===== config.mk =====
export PLATFORM = sky130hd
export DESIGN_NAME = pci_mem_bridge
export DESIGN_NICKNAME = d
export VERILOG_FILES = /design/src/rtl/pci_mem_bridge.sv
export SDC_FILE = /design/constraint.sdc
export NUM_CORES = 1
export LEC_CHECK = 0
export ABC_AREA = 1
export BUFFER_PORTS_ARGS = -buffer_cell sky130_fd_sc_hd__clkbuf_2
export CAP_MARGIN = 40
export CORE_AREA = 2 2 568 570
export DETAILED_ROUTE_END_ITERATION = 10
export DIE_AREA = 0 0 570 572
export PLACE_DENSITY_LB_ADDON = 0.12
export SLEW_MARGIN = 20
export SYNTH_ARGS = -nofsm -noshare
export SYNTH_HDL_FRONTEND = slang
export SYNTH_SLANG_ARGS = --single-unit

===== constraint.sdc =====
create_clock -name clk -period 1.8 [get_ports clk]
set_clock_uncertainty 0.1 [all_clocks]
set_input_delay 0.27 -clock clk [delete_from_list [all_inputs] [get_ports clk]]
set_output_delay 0.27 -clock clk [all_outputs]
set_load 0.1 [all_outputs]

===== src/rtl/pci_mem_bridge.sv =====
// Single-beat command port to AXI master bridge: each command becomes one 32-bit
// AXI write or read, with a response-wait timeout and draining of late responses.
module pci_mem_bridge #(
    parameter logic [15:0] ID_VAL      = 16'd0,
    parameter int unsigned TIMEOUT_CYC = 1024
) (
    input  logic         clk,
    input  logic         rstn,
    input  logic         cmd_valid,
    output logic         cmd_ready,
    input  logic         cmd_we,
    input  logic [63:0]  cmd_addr,
    input  logic [31:0]  cmd_wdata,
    output logic         rsp_valid,
    input  logic         rsp_ready,
    output logic [31:0]  rsp_rdata,
    output logic [1:0]   rsp_err,
    output logic         busy,
    output logic [15:0]  m_awid,
    output logic [63:0]  m_awaddr,
    output logic [7:0]   m_awlen,
    output logic [2:0]   m_awsize,
    output logic         m_awvalid,
    input  logic         m_awready,
    output logic [15:0]  m_wid,
    output logic [511:0] m_wdata,
    output logic [63:0]  m_wstrb,
    output logic         m_wlast,
    output logic         m_wvalid,
    input  logic         m_wready,
    input  logic [15:0]  m_bid,
    input  logic [1:0]   m_bresp,
    input  logic         m_bvalid,
    output logic         m_bready,
    output logic [15:0]  m_arid,
    output logic [63:0]  m_araddr,
    output logic [7:0]   m_arlen,
    output logic [2:0]   m_arsize,
    output logic         m_arvalid,
    input  logic         m_arready,
    input  logic [15:0]  m_rid,
    input  logic [511:0] m_rdata,
    input  logic [1:0]   m_rresp,
    input  logic         m_rlast,
    input  logic         m_rvalid,
    output logic         m_rready
);
    typedef enum logic [2:0] {IDLE, WR_REQ, WR_RESP, RD_REQ, RD_RESP, RSP, DRAIN} state_t;

    localparam logic [15:0] WaitLimit = 16'(TIMEOUT_CYC - 1);

    state_t       state_q, state_d;
    logic         we_q, we_d;
    logic [63:2]  addr_q, addr_d;
    logic [31:0]  wdata_q, wdata_d;
    logic         aw_done_q, aw_done_d;
    logic         w_done_q, w_done_d;
    logic         drain_q, drain_d;
    logic [15:0]  wait_q, wait_d;
    logic [31:0]  rsp_rdata_q, rsp_rdata_d;
    logic [1:0]   rsp_err_q, rsp_err_d;
    logic         cmd_ready_q, busy_q, rsp_valid_q;
    logic         awvalid_q, wvalid_q, arvalid_q, bready_q, rready_q;
    logic         aw_fire, w_fire;
    logic         unused_inputs;

    assign aw_fire = awvalid_q & m_awready;
    assign w_fire  = wvalid_q & m_wready;

    always_comb begin
        state_d     = state_q;
        we_d        = we_q;
        addr_d      = addr_q;
        wdata_d     = wdata_q;
        aw_done_d   = aw_done_q;
        w_done_d    = w_done_q;
        drain_d     = drain_q;
        wait_d      = wait_q;
        rsp_rdata_d = rsp_rdata_q;
        rsp_err_d   = rsp_err_q;
        unique case (state_q)
            IDLE: begin
                if (cmd_valid) begin
                    we_d      = cmd_we;
                    addr_d    = cmd_addr[63:2];
                    wdata_d   = cmd_wdata;
                    aw_done_d = 1'b0;
                    w_done_d  = 1'b0;
                    state_d   = cmd_we ? WR_REQ : RD_REQ;
                end
            end
            WR_REQ: begin
                aw_done_d = aw_done_q | aw_fire;
                w_done_d  = w_done_q | w_fire;
                if (aw_done_d && w_done_d) begin
                    state_d = WR_RESP;
                    wait_d  = 16'd0;
                end
            end
            RD_REQ: begin
                if (m_arready) begin
                    state_d = RD_RESP;
                    wait_d  = 16'd0;
                end
            end
            // A response seen in the timeout cycle takes priority over the timeout.
            WR_RESP: begin
                if (m_bvalid) begin
                    state_d     = RSP;
                    rsp_rdata_d = 32'd0;
                    rsp_err_d   = (m_bresp != 2'b00) ? 2'b01 : 2'b00;
                end else if (wait_q == WaitLimit) begin
                    state_d     = RSP;
                    rsp_rdata_d = 32'd0;
                    rsp_err_d   = 2'b11;
                    drain_d     = 1'b1;
                end else begin
                    wait_d = wait_q + 16'd1;
                end
            end
            RD_RESP: begin
                if (m_rvalid) begin
                    if (m_rlast) begin
                        state_d     = RSP;
                        rsp_rdata_d = m_rdata[{addr_q[5:2], 5'd0} +: 32];
                        rsp_err_d   = (m_rresp != 2'b00) ? 2'b01 : 2'b00;
                    end
                end else if (wait_q == WaitLimit) begin
                    state_d     = RSP;
                    rsp_rdata_d = 32'd0;
                    rsp_err_d   = 2'b11;
                    drain_d     = 1'b1;
                end else begin
                    wait_d = wait_q + 16'd1;
                end
            end
            RSP: begin
                if (rsp_ready) begin
                    state_d = drain_q ? DRAIN : IDLE;
                end
            end
            DRAIN: begin
                if (we_q ? m_bvalid : (m_rvalid && m_rlast)) begin
                    drain_d = 1'b0;
                    state_d = IDLE;
                end
            end
            default: state_d = IDLE;
        endcase
    end

    // Handshake outputs are registered from the next-state values so they line up with state_q.
    always_ff @(posedge clk) begin
        if (!rstn) begin
            state_q     <= IDLE;
            we_q        <= 1'b0;
            addr_q      <= '0;
            wdata_q     <= 32'd0;
            aw_done_q   <= 1'b0;
            w_done_q    <= 1'b0;
            drain_q     <= 1'b0;
            wait_q      <= 16'd0;
            rsp_rdata_q <= 32'd0;
            rsp_err_q   <= 2'b00;
            cmd_ready_q <= 1'b1;
            busy_q      <= 1'b0;
            rsp_valid_q <= 1'b0;
            awvalid_q   <= 1'b0;
            wvalid_q    <= 1'b0;
            arvalid_q   <= 1'b0;
            bready_q    <= 1'b0;
            rready_q    <= 1'b0;
        end else begin
            state_q     <= state_d;
            we_q        <= we_d;
            addr_q      <= addr_d;
            wdata_q     <= wdata_d;
            aw_done_q   <= aw_done_d;
            w_done_q    <= w_done_d;
            drain_q     <= drain_d;
            wait_q      <= wait_d;
            rsp_rdata_q <= rsp_rdata_d;
            rsp_err_q   <= rsp_err_d;
            cmd_ready_q <= (state_d == IDLE);
            busy_q      <= (state_d != IDLE);
            rsp_valid_q <= (state_d == RSP);
            awvalid_q   <= (state_d == WR_REQ) && !aw_done_d;
            wvalid_q    <= (state_d == WR_REQ) && !w_done_d;
            arvalid_q   <= (state_d == RD_REQ);
            bready_q    <= (state_d == WR_RESP) || (state_d == DRAIN);
            rready_q    <= (state_d == RD_RESP) || (state_d == DRAIN);
        end
    end

    assign cmd_ready = cmd_ready_q;
    assign busy      = busy_q;
    assign rsp_valid = rsp_valid_q;
    assign rsp_rdata = rsp_rdata_q;
    assign rsp_err   = rsp_err_q;

    assign m_awid    = ID_VAL;
    assign m_awaddr  = {addr_q, 2'b00};
    assign m_awlen   = 8'd0;
    assign m_awsize  = 3'b010;
    assign m_awvalid = awvalid_q;
    assign m_wid     = ID_VAL;
    assign m_wdata   = {16{wdata_q}};
    assign m_wstrb   = 64'hF << {addr_q[5:2], 2'b00};
    assign m_wlast   = 1'b1;
    assign m_wvalid  = wvalid_q;
    assign m_bready  = bready_q;
    assign m_arid    = ID_VAL;
    assign m_araddr  = {addr_q, 2'b00};
    assign m_arlen   = 8'd0;
    assign m_arsize  = 3'b010;
    assign m_arvalid = arvalid_q;
    assign m_rready  = rready_q;

    assign unused_inputs = ^{m_bid, m_rid, cmd_addr[1:0]};
endmodule


==> results.yml, run 1 <==
yosys:
  async_flop_share: 0
  ys.warnings.count: 0
  seq_area_frac_synth: 0.184
  synth.avg_cell_area_um2: 5.85
  synth_edf_count: 0
  ys.flop_type: "dfxtp_1"
  yosysUniqueCellTypes: 34
  postSynthCellCount: 2958
  syn_area_um2: 17300
  synth-seq-cells: 159
floorplan:
  die_w_um: 570
  start_util: 0.0541
  fp-row-count: 208
  ios: 1472
  core_area_um2: 320000
  dieArea_um2: 326000
  die_h_um: 572
grt:
  overflow: 0
  grt_max_degree: 38
  groute.usage.overall: 0.111
  grt_antenna_before_repair: 79
  grt_pass1_vias: 23800
  grt_pass1_wl_mm: 239
cts:
  max-clock-path-buffers: 2
  insertion_delay_ps: 560
  h-tree-depth: 4
  clk_pin_slew_worst_paths_ps: 90
  clock_sinks: 159
  cts_tree: "yes"
  ctsRootBufferMaster: "clkbuf_16"
  cts_buffers: 17
sta:
  slew_violations: 0
  relSlewSlack: 0.544
  fmax_mhz: 410
  layout_setup_ws_ps: -637
  worst-slew-pin-transition_ps: 684
  finalHoldViolCount: 0
  hold-worst-slack_ps: 117
  setup_viol: 137
  finalCritPeriodShare: 1.35
  rsz0062_at_grt: "true"
  post-route-min-period_ps: 2440
  fin_setup_tns_ps: -48990
pwr:
  switchingPower_mw: 27.2
  pwr-share-seq: 0.101
  power_density_nw_per_um2: 1040
  p_leak_nw: 18.9
  p_sw_frac: 0.616
  power.total_mw: 44.1
  comb_power_share: 0.806
  power.internal_mw: 16.9
  p_clk_frac: 0.093
  irDropWorstVdd_mv: 0.860
final_layout:
  finalInstanceArea_um2: 42500
  layout_common_cells: "clkbuf_2, nand2_1, buf_12"
  drive_gt1_frac: 0.562
  fin_nets: 4788
  final_common_cell: "clkbuf_2"
  syn_to_final_growth_pct: 146
routing:
  first_iter_violations: 997
  drc: 0
  wl_per_cell_um: 23.0
  routed_wl_mm: 193
  drtPass1Iterations: 5
  vias: 23100
  viasPerCell: 2.77
  drtAntennaViolNets: 0
critical_path:
  crit_path_end_kind: "output pin"
  worstPathMaxFanout: 9
  arrival_ps: 2070
  path_class: "flip-flop to output pin"
  reg2reg_depth: 17
  cp-start-kind: "flip-flop"
  required_ps: 1430
job:
  cap_violations: 0
run_status:
  violations: "setup timing"
  status: "finished with violations"
placed_design:
  portBuffers: 1362
  place.gp.congestion: 0.813
  hpwl_mm: 158
  place_area_um2: 33700
hold_path:
  holdCritPathClass: "primary input to flip-flop"
  hold_depth: 7
## Yosys cell counts (2+ instances only)
cell / number / share of area
a21oi_1: 113 / 0.033
a21oi_2: 11 / 0.0056
buf_1: 12 / 0.0026
buf_2: 70 / 0.020
buf_4: 672 / 0.29
buf_6: 2 / 0.0013
clkbuf_1: 71 / 0.015
conb_1: 2 / 0.00043
dfxtp_1: 159 / 0.18
inv_1: 221 / 0.048
inv_2: 8 / 0.0017
nand2_1: 656 / 0.14
nand2_2: 3 / 0.0011
nand2_4: 4 / 0.0026
nand3_1: 352 / 0.10
nand3b_1: 10 / 0.0043
nand4_1: 3 / 0.0011
nor2_1: 442 / 0.096
nor2_2: 3 / 0.0011
nor2_4: 2 / 0.0013
nor3_1: 20 / 0.0058
nor3b_1: 2 / 0.00087
o21ai_0: 102 / 0.030
or2_2: 2 / 0.00072
xor2_1: 7 / 0.0035
## critical path, cell delays in order, from the launching register on
cell and delay (ps):
dfxtp_4 410, buf_12 170, nand2_4 160, buf_4 210, nor3_4 210, buf_12 160
buf_12 170
## final cells by class
| cell class | instances | area (um^2) |
|---|---|---|
| tap | 4200 | 5260 |
| sequential | 159 | 3340 |
| inverter | 229 | 917 |
| fill | 36600 | 277000 |
| clock inverter | 14 | 146 |
| multi-input combinational | 1816 | 10000 |
| timing repair inverter | 1 | 16.3 |
| timing repair buffer | 1908 | 22300 |
| clock buffer | 18 | 429 |
| antenna | 10 | 25.0 |
## state kept, by name, indices dropped and copies added, names as in the netlist
signal     count
m_awvalid      1
m_rready       1
cmd_ready      1
rsp_rdata     32
rsp_valid      1
rsp_err        2
state_q        3
drain_q        1
addr_q        62
m_bready       1
m_wvalid       1
busy           1
aw_done_q      1
wdata_q       32
we_q           1
w_done_q       1
wait_q        16
m_arvalid      1
## worst paths after layout
path | start | end | slack, ps
hold / removal | m_arready | state_q[2] | 120
setup / recovery | addr_q[3] | m_wstrb[15] | -640
setup reg to reg | addr_q[2] | rsp_rdata[14] | -520
hold reg to reg | rsp_err[0] | rsp_err[0] | 390
## layer usage
layer	vias up	GRT usage	routed length, um
li1	10800	-	-
met1	11100	0.137	82400
met2	984	0.189	92000
met3	167	0.0342	14300
met4	54	0.0213	3510
met5	-	0	333
## through the flow
step	instances	worst slack, ps	utilization
floorplan	3031	-829	-
global placement	8071	-654	0.105
detailed placement	8072	-601	0.105
CTS	8313	-716	0.125
global route	8354	-751	0.133
finish	8355	-637	0.133
## timing repair
item | CTS | global route
pin swaps | 112 | 184
endpoints found under the hold margin | 98 | 0
endpoints found under the setup margin | 766 | 595
resized for setup | 777 | 624
hold buffers | 96 | 0
setup buffers | 105 | 40
gates cloned | 24 | 17
## cell families (layout without fill, tap and decap cells)
| logic type | Yosys count | in the layout | share of synthesized area |
|---|---|---|---|
| compound gates | 231 | 231 | 0.0700 |
| xor+xnor | 8 | 8 | 0.00405 |
| fa+ha+maj | 1 | 1 | 0.000723 |
| buf+inv | 1056 | 2170 | 0.381 |
| flops | 159 | 159 | 0.184 |
| other cells | 2 | 85 | 0.000434 |
| simple gates | 1501 | 1501 | 0.360 |
## power groups by stage
stage	Clock (mW)	Combinational, mW	Sequential, mW
floorplan	0	19.4	6.71
global placement	0	30.7	4.56
detailed placement	0	30.5	4.57
global route	4.49	36.8	4.54
CTS	4.43	34.4	4.45
finish	4.10	35.5	4.47
(Power assumes the default switching activity.)
==> run 2: changes to the inputs <==
- CELL_PAD_IN_SITES_DETAIL_PLACEMENT: unset -> 0
- CELL_PAD_IN_SITES_GLOBAL_PLACEMENT: unset -> 2
- CORE_AREA: 2 2 568 570 -> 2 2 582 584
- DIE_AREA: 0 0 570 572 -> 0 0 584 586
- clock period: 1.8 -> 3.1 ns (I/O delays scaled with it)
==> run 2 against run 1 <==
Net effect:
- the flow now finishes without violations
- sequential share of layout area up 3.5 points
- first-iteration DRC count shrank 2.2%
- combinational power shrank 59%
- worst setup slack improved by 770 ps
- via count is 9.5% lower
- hold slack got worse by 29 ps
- sequential power decreased by 41%
- utilization decreased by 4.9 points
- critical path type unchanged
- critical endpoint is now m_araddr[2]
- highest routed layer unchanged
==> results.yml, run 2 (synthesis gave the netlist of run 1 again) <==
cts:
  clock_sinks: 159
  ctsRootBufferMaster: "clkbuf_16"
  clk_pin_slew_worst_paths_ps: 90
  insertion_delay_ps: 560
  h-tree-depth: 4
  max-clock-path-buffers: 3
  cts_buffers: 25
  cts_tree: "yes"
pwr:
  power.total_mw: 20.2
  p_clk_frac: 0.144
  comb_power_share: 0.725
  pwr-share-seq: 0.131
  power_density_nw_per_um2: 716
  p_sw_frac: 0.708
  power.internal_mw: 5.92
  irDropWorstVdd_mv: 0.321
  p_leak_nw: 13.7
  switchingPower_mw: 14.3
critical_path:
  crit_end: "m_araddr[2]"
  worstPathMaxFanout: 75
  required_ps: 2530
  r2r-start: "addr_q[3]"
  path_class: "flip-flop to output pin"
  rrSetupSlack_ps: 480
  setup.worst_path.start: "addr_q[2]"
  cp-start-kind: "flip-flop"
  crit_path_end_kind: "output pin"
  r2r-end: "rsp_rdata[15]"
  reg2reg_depth: 10
  arrival_ps: 2410
floorplan:
  ios: 1472
  die_h_um: 586
  fp-row-count: 213
  start_util: 0.0515
  core_area_um2: 336000
  die_w_um: 584
  dieArea_um2: 342000
placed_design:
  hpwl_mm: 150
  place.gp.congestion: 0.734
  dp_slack_ps: 411
  portBuffers: 1362
  dp_cells: 8059
  place_area_um2: 26400
routing:
  drtPass1Iterations: 5
  drc: 0
  viasPerCell: 2.55
  drtAntennaViolNets: 0
  first_iter_violations: 975
  routed_wl_mm: 178
  vias: 20900
  wl_per_cell_um: 21.7
final_layout:
  drive_gt1_frac: 0.411
  fin_cells: 8217
  largest_reg_flops: 62
  fin_nets: 4434
  layout_common_cells: "clkbuf_2, nand2_1, nor2_1"
  final_common_cell: "clkbuf_2"
  top_register: "addr_q"
  finalInstanceArea_um2: 28200
  fin_util: 0.0841
  syn_to_final_growth_pct: 63.3
run_status:
  status: "finished clean"
grt:
  groute.usage.overall: 0.0985
  grt_antenna_before_repair: 97
  grt_pass1_vias: 20900
  grt_max_degree: 91
  overflow: 0
  grt_pass1_wl_mm: 221
job:
  cap_violations: 0
sta:
  setup_viol: 0
  slew_violations: 0
  post-route-min-period_ps: 2970
  finalCritPeriodShare: 0.958
  hold-worst-slack_ps: 88.2
  fmax_mhz: 337
  layout_setup_ws_ps: 129
  rsz0062_at_grt: "false"
  relSlewSlack: 0.411
  finalHoldViolCount: 0
  fin_setup_tns_ps: 0
  worst-slew-pin-transition_ps: 887
hold_path:
  holdCritPathClass: "primary input to flip-flop"
run 2: worst max-delay path, cell delays in order, from the launching register on:
cell     delay, ps
dfxtp_4        440
buf_16         320
buf_4          410
buf_2          490
run 2: power groups by stage:
stage               sequential, mW  combinational [mW]  clock [mW]
floorplan                     3.87                11.1           0
global placement              2.77                14.8           0
detailed placement            2.76                14.8           0
CTS                           2.72                14.9        3.21
global route                  2.71                15.3        3.23
finish                        2.65                14.7        2.91
run 2: worst min path at each step:
stage | from | endpoint | cells after the start
after CTS | cmd_addr[4] | addr_q[4] | 3
after floorplan | drain_q | drain_q | 2
after detailed placement | rsp_err[0] | rsp_err[0] | 1
after global placement | rsp_err[0] | rsp_err[0] | 1
final | cmd_wdata[31] | wdata_q[31] | 3
after global routing | cmd_wdata[31] | wdata_q[31] | 3
run 2: cell type report:
cell class,instances,area (um^2)
fillers,39900,308000
repair buffers,1547,9860
multi-input cells,1816,8030
well taps,4407,5510
flip-flops and latches,159,3200
inverters,229,873
clock buffers,26,639
diodes,27,67.6
clock inverters,6,55.1
run 2: repair_timing:
action                                  4_1_cts  5_1_grt
endpoints found under the setup margin       44        7
endpoints found under the hold margin        88        0
resized for setup                             5        1
gates cloned                                  0        0
setup buffers                                 5        2
pin swaps                                     7        2
hold buffers                                 88        0
run 2: metal layers:
metal / part of all wire / wire length (um) / global-route usage
met5: 0.00091 / 163 / 0
met4: 0.013 / 2390 / 0.0228
met3: 0.054 / 9610 / 0.0205
met2: 0.50 / 88400 / 0.170
met1: 0.44 / 77600 / 0.124
==> run 3: changes to the inputs <==
- CELL_PAD_IN_SITES_DETAIL_PLACEMENT: 0 -> unset
- CELL_PAD_IN_SITES_GLOBAL_PLACEMENT: 2 -> unset
- CORE_AREA: 2 2 582 584 -> 2 2 568 570
- DIE_AREA: 0 0 584 586 -> 0 0 570 572
==> run 3 against run 2 <==
Net effect:
- power decreased by 0.24%
- non-clock buffer count is 4 lower
- wire length fell by 6.7%
- hold slack got worse by 33 ps
- maximum frequency is 2.1% higher
- worst setup slack gained 61 ps
- flip-flop and latch count unchanged
- die area is 4.7% lower
- first-iteration DRC count shrank 15%
- global-route usage shrank 0.19 points
- sequential share of layout area grew 0.094 points
- largest cell class unchanged
- highest routed layer unchanged
==> results.yml, run 3 (synthesis gave the netlist of run 1 again) <==
placed_design:
  portBuffers: 1362
  hpwl_mm: 141
  dp_slack_ps: 424
  place.gp.congestion: 0.775
cts:
  clock_sinks: 159
  ctsRootBufferMaster: "clkbuf_16"
  clk_pin_slew_worst_paths_ps: 90
  h-tree-depth: 4
  cts_resized: 0
  cts_tree: "yes"
  cts_buffers: 25
  max-clock-path-buffers: 3
  insertion_delay_ps: 570
critical_path:
  reg2reg_depth: 10
  required_ps: 2530
  crit_top_cell: "buf_12"
  crit_path_end_kind: "output pin"
  cp-start-kind: "flip-flop"
  cpMaxStageDelayCell: "dfxtp_4"
  cp_num_buf_inv: 4
  worstPathMaxFanout: 18
  max_stage_delay_ps: 420
  arrival_ps: 2350
  path_class: "flip-flop to output pin"
  worst-path-stages: 6
  path_cells: "inv_6 -> nand2_4 -> buf_4 -> nor3_4 -> buf_12 -> buf_12"
  path_delay_family: "buffers and inverters"
sta:
  finalHoldViolCount: 0
  post-route-min-period_ps: 2910
  fin_setup_tns_ps: 0
  rsz0062_at_grt: "false"
  slew_violations: 0
  fmax_mhz: 344
  worst-slew-pin-transition_ps: 931
  finalCritPeriodShare: 0.939
  relSlewSlack: 0.382
  layout_setup_ws_ps: 190
  setup_viol: 0
floorplan:
  dieArea_um2: 326000
  die_w_um: 570
  start_util: 0.0541
  core_area_um2: 320000
  die_h_um: 572
  ios: 1472
  fp-row-count: 208
final_layout:
  largest_reg_flops: 62
  layout_common_cells: "clkbuf_2, nand2_1, nor2_1"
  final_common_cell: "clkbuf_2"
  syn_to_final_growth_pct: 61.9
  drive_gt1_frac: 0.411
  multi_input_area_um2: 8030
  fill_cells: 38000
  fin_nets: 4430
  regArea_um2: 3200
  top_register: "addr_q"
routing:
  first_iter_violations: 833
  routed_wl_mm: 166
  drc: 0
  vias: 20700
  wl_per_cell_um: 20.8
  drtAntennaViolNets: 0
  drtPass1Iterations: 5
  viasPerCell: 2.60
grt:
  grt_pass1_wl_mm: 207
  groute.usage.overall: 0.0965
  grt_antenna_before_repair: 80
  grt_max_degree: 91
  overflow: 0
  grt_pass1_vias: 20000
hold_path:
  holdCritPathClass: "primary input to flip-flop"
  hold_depth: 3
pwr:
  p_leak_nw: 13.7
  irDropWorstVdd_mv: 0.571
  power.total_mw: 20.2
  power_density_nw_per_um2: 721
job:
  cap_violations: 0
run_status:
  status: "finished clean"
==> run 3: cell types whose count changed in the layout (fill, tap and decap cells not counted), moves of 3 or more <==
| cell | delta |
|---|---|
| nand2_4 | +3 |
| buf_8 | -4 |
| buf_12 | +9 |
| diode_2 | -15 |
| buf_4 | -5 |
| clkinv_2 | -5 |
==> run 3: layout make-up <==
class                   instances  area share
repair buffers               1543       0.352
multi-input cells            1816       0.287
clock inverters                 3     0.00165
inverters                     229      0.0314
clock buffers                  29      0.0247
flip-flops and latches        159       0.114
well taps                    4200       0.188
diodes                         12     0.00107
==> run 3: power breakdown <==
part	total, mW	switching (mW)	internal, mW
Combinational	14.6	12.5	2.10
Sequential	2.66	0.420	2.24
Clock	2.96	1.30	1.65
Total	20.2	14.2	5.99
==> run 3: final timing paths <==
| check | startpoint | end | slack, ps |
|---|---|---|---|
| max | addr_q[2] | m_wstrb[41] | 190 |
| min | cmd_addr[13] | addr_q[13] | 60 |
| max reg2reg | addr_q[2] | rsp_rdata[15] | 600 |
| min reg2reg | rsp_rdata[15] | rsp_rdata[15] | 390 |
==> run 3: per-stage QoR <==
stage	util	hold slack (ps)	area, um^2	std cells
floorplan	-	352	17900	3031
global placement	0.0815	374	26100	7842
detailed placement	0.0818	377	26200	7848
CTS	0.0873	7.44	27900	7976
global route	0.0875	51.5	28000	7980
finish	0.0875	55.7	28000	7991
==> run 3: worst register-to-register path, delay by kind of cell (launching register included) <==
kind	cells	cell delay, ps
and+or+nand+nor	7	1320
buffers and inverters	2	420
DFF	1	490
AOI/OAI and AO/OA	1	50
==> run 3: timing repair <==
item | 4_1_cts | 5_1_grt
setup endpoints to repair | 34 | 10
endpoints found under the hold margin | 88 | 0
buffers inserted | 8 | 2
hold buffers | 88 | 0
pin swaps | 7 | 3
==> run 3: layer usage <==
layer / GRT usage / share of wire / wire length, um
met1: 0.131 / 0.47 / 77800
met2: 0.154 / 0.45 / 74900
met3: 0.0260 / 0.069 / 11500
met4: 0.0136 / 0.011 / 1890
met5: 0 / 0.0014 / 230
